File: config.mk
export PLATFORM = sky130hd
export DESIGN_NAME = serv_decode_queue
export DESIGN_NICKNAME = d
export VERILOG_FILES = /design/src/rtl/serv_decode_queue.sv
export SDC_FILE = /design/constraint.sdc
export NUM_CORES = 1
export LEC_CHECK = 0
export CORE_MARGIN = 4
export CORE_UTILIZATION = 50
export CTS_CLUSTER_SIZE = 24
export DETAILED_ROUTE_END_ITERATION = 8
export PLACE_DENSITY = 0.84
export RECOVER_POWER = 50
export REMOVE_ABC_BUFFERS = 1
export SLEW_MARGIN = 15
export SYNTH_ARGS = -nofsm -noshare
export SYNTH_HDL_FRONTEND = slang
export SYNTH_SLANG_ARGS = --single-unit
File: constraint.sdc
create_clock -name i_clk -period 4.81 [get_ports i_clk]
set_input_delay 1.2025 -clock i_clk [delete_from_list [all_inputs] [get_ports i_clk]]
set_output_delay 1.2025 -clock i_clk [all_outputs]
set_load 0.05 [all_outputs]
File: src/rtl/serv_decode_queue.sv
// Buffered pre-decode queue between ibus and core: words are decoded on write and held in a DEPTH-entry ring.
// Optional macro SERV_DECODE_ILLEGAL_EN stores a per-entry illegal-instruction flag driven on o_illegal.
module serv_decode_queue #(
    parameter int DEPTH = 2,
    parameter bit MDU   = 1'b0,
    parameter bit CSR   = 1'b0
) (
    input  logic        i_clk,
    input  logic        i_rst_n,
    input  logic [31:0] i_ibus_rdt,
    input  logic        i_ibus_valid,
    output logic        o_ibus_ready,
    input  logic        i_flush,
    input  logic        i_en,
    output logic        o_valid,
    output logic [4:0]  o_opcode,
    output logic [2:0]  o_funct3,
    output logic [4:0]  o_rd,
    output logic [4:0]  o_rs1,
    output logic [4:0]  o_rs2,
    output logic        o_imm30,
    output logic        o_branch_op,
    output logic        o_cond_branch,
    output logic        o_mem_cmd,
    output logic        o_dbus_en,
    output logic        o_shift_op,
    output logic        o_rd_op,
    output logic        o_mdu_op,
    output logic        o_csr_op,
    output logic        o_illegal
);

    localparam int AW = (DEPTH > 1) ? $clog2(DEPTH) : 1;
    localparam int CW = $clog2(DEPTH + 1);

    typedef struct packed {
        logic [4:0] opcode;
        logic [2:0] funct3;
        logic [4:0] rd;
        logic [4:0] rs1;
        logic [4:0] rs2;
        logic       imm30;
        logic       branch_op;
        logic       cond_branch;
        logic       mem_cmd;
        logic       dbus_en;
        logic       shift_op;
        logic       rd_op;
        logic       mdu_op;
        logic       csr_op;
`ifdef SERV_DECODE_ILLEGAL_EN
        logic       illegal;
`endif
    } entry_t;

    entry_t          mem [DEPTH];
    entry_t          wr_ent;
    entry_t          head;
    logic [AW-1:0]   wr_ptr;
    logic [AW-1:0]   rd_ptr;
    logic [CW-1:0]   count;
    logic [4:0]      op;
    logic [2:0]      f3;
    logic            wr;
    logic            rd;

    function automatic logic [AW-1:0] ptr_inc(input logic [AW-1:0] p);
        return (p == AW'(DEPTH - 1)) ? '0 : p + 1'b1;
    endfunction

    assign op = i_ibus_rdt[6:2];
    assign f3 = i_ibus_rdt[14:12];

    always_comb begin
        wr_ent             = '0;
        wr_ent.opcode      = op;
        wr_ent.funct3      = f3;
        wr_ent.rd          = i_ibus_rdt[11:7];
        wr_ent.rs1         = i_ibus_rdt[19:15];
        wr_ent.rs2         = i_ibus_rdt[24:20];
        wr_ent.imm30       = i_ibus_rdt[30];
        wr_ent.branch_op   = op[0] | op[4];
        wr_ent.cond_branch = op[4] & ~op[0];
        wr_ent.mem_cmd     = op[3];
        wr_ent.dbus_en     = (~op[2] & ~op[4]) | (~|f3 & ~op[4]);
        wr_ent.shift_op    = (op[0] & ~op[4]) | (op[2] & ~f3[1]);
        wr_ent.rd_op       = op[0] | op[2] | ~op[3];
        wr_ent.mdu_op      = MDU & (op == 5'b01100) & i_ibus_rdt[25];
        wr_ent.csr_op      = CSR & op[4] & op[2] & (|f3);
`ifdef SERV_DECODE_ILLEGAL_EN
        case (op)
            5'b00000, 5'b00011, 5'b00100, 5'b00101, 5'b01000, 5'b01100,
            5'b01101, 5'b11000, 5'b11001, 5'b11011, 5'b11100: wr_ent.illegal = 1'b0;
            default:                                          wr_ent.illegal = 1'b1;
        endcase
        // M-ext and SYSTEM words are only legal when the matching unit is built in
        if (i_ibus_rdt[1:0] != 2'b11)                          wr_ent.illegal = 1'b1;
        if (!MDU && op == 5'b01100 && i_ibus_rdt[25])          wr_ent.illegal = 1'b1;
        if (!CSR && op == 5'b11100)                            wr_ent.illegal = 1'b1;
`endif
    end

    logic unused_rdt;
`ifdef SERV_DECODE_ILLEGAL_EN
    assign unused_rdt = ^{i_ibus_rdt[31], i_ibus_rdt[29:26]};
`else
    assign unused_rdt = ^{i_ibus_rdt[31], i_ibus_rdt[29:26], i_ibus_rdt[1:0]};
`endif

    assign o_ibus_ready = (count != CW'(DEPTH));
    assign o_valid      = (count != '0);
    assign wr           = i_ibus_valid & o_ibus_ready;
    assign rd           = i_en & o_valid;

    // Flush and reset both collapse the ring; flush also drops the word offered with it
    always_ff @(posedge i_clk) begin
        if (!i_rst_n || i_flush) begin
            count  <= '0;
            wr_ptr <= '0;
            rd_ptr <= '0;
        end else begin
            if (wr) wr_ptr <= ptr_inc(wr_ptr);
            if (rd) rd_ptr <= ptr_inc(rd_ptr);
            if (wr && !rd)      count <= count + 1'b1;
            else if (rd && !wr) count <= count - 1'b1;
        end
    end

    always_ff @(posedge i_clk) begin
        if (wr) mem[wr_ptr] <= wr_ent;
    end

    assign head = o_valid ? mem[rd_ptr] : '0;

    assign o_opcode      = head.opcode;
    assign o_funct3      = head.funct3;
    assign o_rd          = head.rd;
    assign o_rs1         = head.rs1;
    assign o_rs2         = head.rs2;
    assign o_imm30       = head.imm30;
    assign o_branch_op   = head.branch_op;
    assign o_cond_branch = head.cond_branch;
    assign o_mem_cmd     = head.mem_cmd;
    assign o_dbus_en     = head.dbus_en;
    assign o_shift_op    = head.shift_op;
    assign o_rd_op       = head.rd_op;
    assign o_mdu_op      = head.mdu_op;
    assign o_csr_op      = head.csr_op;
`ifdef SERV_DECODE_ILLEGAL_EN
    assign o_illegal     = head.illegal;
`else
    assign o_illegal     = 1'b0;
`endif

endmodule
After elaboration in Yosys (flattened, before gate mapping)
Memories as Yosys holds them, arrays and structs flattened. A register that Yosys moved wholly into a read port is not among the register bits.
Index checks and enable logic that the tools add are counted.
{"block": "op_classes", "eq_ne": 1, "reduce_logical": 10, "n_addsub": 4, "muxes": 9, "bitwise": 17}
{"cell": "$mux W32", "count": 1}
{"cell": "$and A1 B1 Y1", "count": 7}
{"cell": "$mux W1", "count": 6}
{"cell": "$not A1 Y1", "count": 5}
{"cell": "$or A1 B1 Y1", "count": 5}
{"cell": "$logic_not A1 Y1", "count": 4}
{"cell": "$mux W2", "count": 2}
{"cell": "$reduce_bool A2 Y1", "count": 2}
{"cell": "$reduce_or A3 Y1", "count": 1}
{"cell": "$add A1 B1 Y1 const B", "count": 2}
{"cell": "$add A2 B1 Y2 const B", "count": 1}
{"cell": "$logic_and A1 B1 Y1", "count": 2}
{"cell": "$ne A2 B2 Y1 const B", "count": 1}
{"cell": "$sub A2 B1 Y2 const B", "count": 1}
{"cell": "$logic_or A1 B1 Y1", "count": 1}
{"block": "totals", "ramBits": 60, "inputBits": 37, "memories": 1, "register_bits": 4, "output_inout_bits": 35, "elab_cells": 45}
{"name": "mem", "depth": 2, "width": 30, "rd": 1, "rd_clocked_by_memory_dff": 1, "wr": 1, "line": "56", "source": "entry_t mem [DEPTH];"}

Logic depth before layout (Yosys ltp)
{"block": "depth", "depth_word": 6, "mapped_depth": 6, "mapped_depth_nobuf": 6}

Least setup slack after synthesis
Ideal clock, no wire load.
{"block": "synth_timing", "kind": "register -> output", "startpoint": "register with a tool-made name", "endpoint": "output o_opcode[3]", "arrival_ps": 1756, "stages_incl_launch_ff": 6, "n_path_buf": 3, "required_ps": 3608, "slack_ps": 1852, "path_cell_list": "dfxtp_1 buf_4 buf_6 mux2i_1 nor2_1 buf_4"}
{"element": "to (decl)", "line": "16", "source": "output logic [4:0] o_opcode,"}

==> impl_metrics.json <==
{
  "maxSlewHeadroom_pct": -11.0,
  "fmax_mhz": 275,
  "wire_per_inst_um": 15.0,
  "required_ps": 3610,
  "critPathKind": "reg2out",
  "ant_nets": 0,
  "clock_latency_ps": 330,
  "worstPathMaxFanout": 29,
  "worst_slew_pin_slew_ps": 1660,
  "pwr-share-comb_pct": 18.0,
  "p_seq_share_pct": 50.0,
  "synth-seq-cells": 63,
  "p_clk_share_pct": 32.0,
  "max_cap_violations": 1,
  "multiInputGateArea_sq_um": 571,
  "internal-power_w": 0.000943,
  "preCtsSetupSlack_ps": 1480,
  "design.core.area_sq_um": 4750,
  "setup_ws_ps": 1170,
  "critPathCaptureType": "output pin",
  "drive_gt1_share_pct": 7.36,
  "fin_nets": 264,
  "port_buffers": 60,
  "viasPerCell": 4.91,
  "synth_edf_count": 58,
  "p_per_area_nw_per_um2": 390,
  "hold_depth": 2,
  "antenna_found_initial": 0,
  "yosysSeqAreaShare_pct": 74.1,
  "n_fill_cell": 344,
  "critical_path_arrival_ps": 2440,
  "syn_area_per_cell_sq_um": 15.4,
  "cts_sinks": 63,
  "die_w_um": 78.5,
  "clock_path_buffers": 2,
  "synth_top_area_share_pct": 70.1,
  "num_rows": 25,
  "start_util_pct": 52.3,
  "hold_viol_final": 0,
  "period_share_pct": 75.6,
  "final_max_slew_viol_count": 30,
  "status": "complete, but fails checks",
  "rr_worst_depth": 3,
  "num_vias": 1463,
  "rsz0062_at_grt": "no",
  "synthDistinctLibCells": 24,
  "setup_tns_ps": 0,
  "hp-class": "reg2reg",
  "clkSlewWorstSetupHoldPaths_ps": 60,
  "clockRootBuffer": "clkbuf_8",
  "ios": 72,
  "peakVddDrop_uv": 273,
  "swShare_pct": 26.8,
  "syn_inst": 161,
  "regArea_sq_um": 1840,
  "grt.total_usage_pct": 15.4,
  "setup_viol": 0,
  "ctsHtreeMaxLevel": 3,
  "postCtsHoldBufs": 0,
  "drc": 0,
  "skew_ps": 5.57,
  "dpl.hpwl_mm": 2.87,
  "antenna-diode-count": 0,
  "holdWs_ps": 508,
  "drt_wl_total_mm": 4.48,
  "crit_path_start_kind": "flop",
  "place.gp.congestion": 0.682,
  "syn_to_final_growth_pct": 32.9,
  "grt_overflow_total": 0,
  "grt_max_degree": 31,
  "cts_buffers": 9,
  "drt_iter0_drc": 71,
  "synth-async-reset-ratio_pct": 0,
  "firstDrtPassIters": 4,
  "synth_area_sq_um": 2480,
  "synth_top_area_cell": "edfxtp_1",
  "violations": "max-capacitance violations, max-slew violations",
  "die_h_um": 78.5,
  "period_minus_slack_ps": 3640,
  "leakagePower_nw": 1.11,
  "synth_top_flop_cell": "edfxtp_1",
  "grt_pass1_vias": 1503,
  "postCtsSetupBuffers": 0,
  "yosysWarnings": 0,
  "dieArea_sq_um": 6160,
  "cts_tree": "yes",
  "grt_pass1_wl_mm": 7.07,
  "ys_top_cells_by_area": "edfxtp_1, mux2i_1, nor2_1",
  "cts_resized": 0,
  "switching_power_w": 0.000345
}
worst paths after layout:
kind / startpoint / end / slack (ps)
max: flop / o_rs2[2] / 1170
min: rd_ptr / rd_ptr / 510
max reg2reg: count[0] / mem[1][11] / 2400
min reg2reg: rd_ptr / rd_ptr / 510
cells in the final DEF, fill, tap and decap left out, types with 2 or more instances in the layout:
cell type	instances
a21oi_1	3
nor2_1	32
clkbuf_8	9
clkdlybuf4s50_1	33
clkbuf_1	2
dlygate4sd3_1	27
mux2i_1	29
dfxtp_1	4
clkinv_1	4
nand2b_1	2
inv_1	3
edfxtp_1	58
clkinv_2	2
xor2_1	3
conb_1	3
o21ai_0	2
or3_1	2
cells in the mapped netlist, types with 2 or more instances:
library cell / instances
nor2_1: 33
buf_4: 5
buf_2: 3
a21oi_1: 3
o21ai_0: 2
or3_1: 2
dfxtp_1: 5
mux2i_1: 29
edfxtp_1: 58
nand2b_1: 2
inv_1: 4
xor2_1: 3
layout make-up:
class,count,share of cell area [%]
Timing Repair Buffer,62,18.5
Sequential cell,63,55.8
Tap cell,67,2.54
Clock inverter,6,1.55
Inverter,4,0.455
Multi-Input combinational cell,86,17.3
Clock buffer,10,3.86
cells by family after synthesis:
family	Yosys count	synth area share, %
muxes	29	11.7
and+or+nand+nor	43	7.50
xor gates and xnor gates	3	1.06
buffers and inverters	14	3.32
other	1	0.151
AOI/OAI and AO/OA	7	1.66
adders and majority gates	1	0.503
DFF	63	74.1
routing by layer:
metal / GRT usage [%] / part of all wire [%] / vias to the layer above
li1: - / - / 710
met1: 16.8 / 42 / 703
met2: 27.2 / 52 / 44
met3: 5.73 / 5.6 / 6
met4: 5.77 / 1.1 / 0
met5: 0 / 0 / -
power groups by stage:
stage | Sequential [W] | Combinational (W) | Clock (W)
after floorplan | 0.000651 | 0.000147 | 0
after global placement | 0.000653 | 0.000234 | 0
after detailed placement | 0.000655 | 0.000239 | 0
after CTS | 0.000644 | 0.000240 | 0.000422
after global routing | 0.000646 | 0.000247 | 0.000449
final | 0.000644 | 0.000232 | 0.000412
per-stage QoR:
| stage | cell area, sq um | utilization [%] | cells | total power [W] |
|---|---|---|---|---|
| 2_1_floorplan | 2420 | - | 153 | 0.000798 |
| 3_3_place_gp | 3130 | 65.8 | 282 | 0.000887 |
| 3_5_place_dp | 3130 | 65.8 | 282 | 0.000894 |
| 4_1_cts | 3310 | 69.6 | 298 | 0.00131 |
| 5_1_grt | 3300 | 69.5 | 298 | 0.00134 |
| 6_report | 3300 | 69.5 | 298 | 0.00129 |
flip-flops by register name, indices dropped and copies added, names as in the netlist, named ones only:
| name | cells |
|---|---|
| rd_ptr | 1 |
| wr_ptr | 1 |
| count | 2 |
| mem | 58 |
worst max-delay path, cell delays in order, from the launching register on:
cell and delay [ps]:
dfxtp_2 910, mux2i_1 210, nor2_1 140, clkdlybuf4s50_1 820
(Power assumes the default switching activity.)
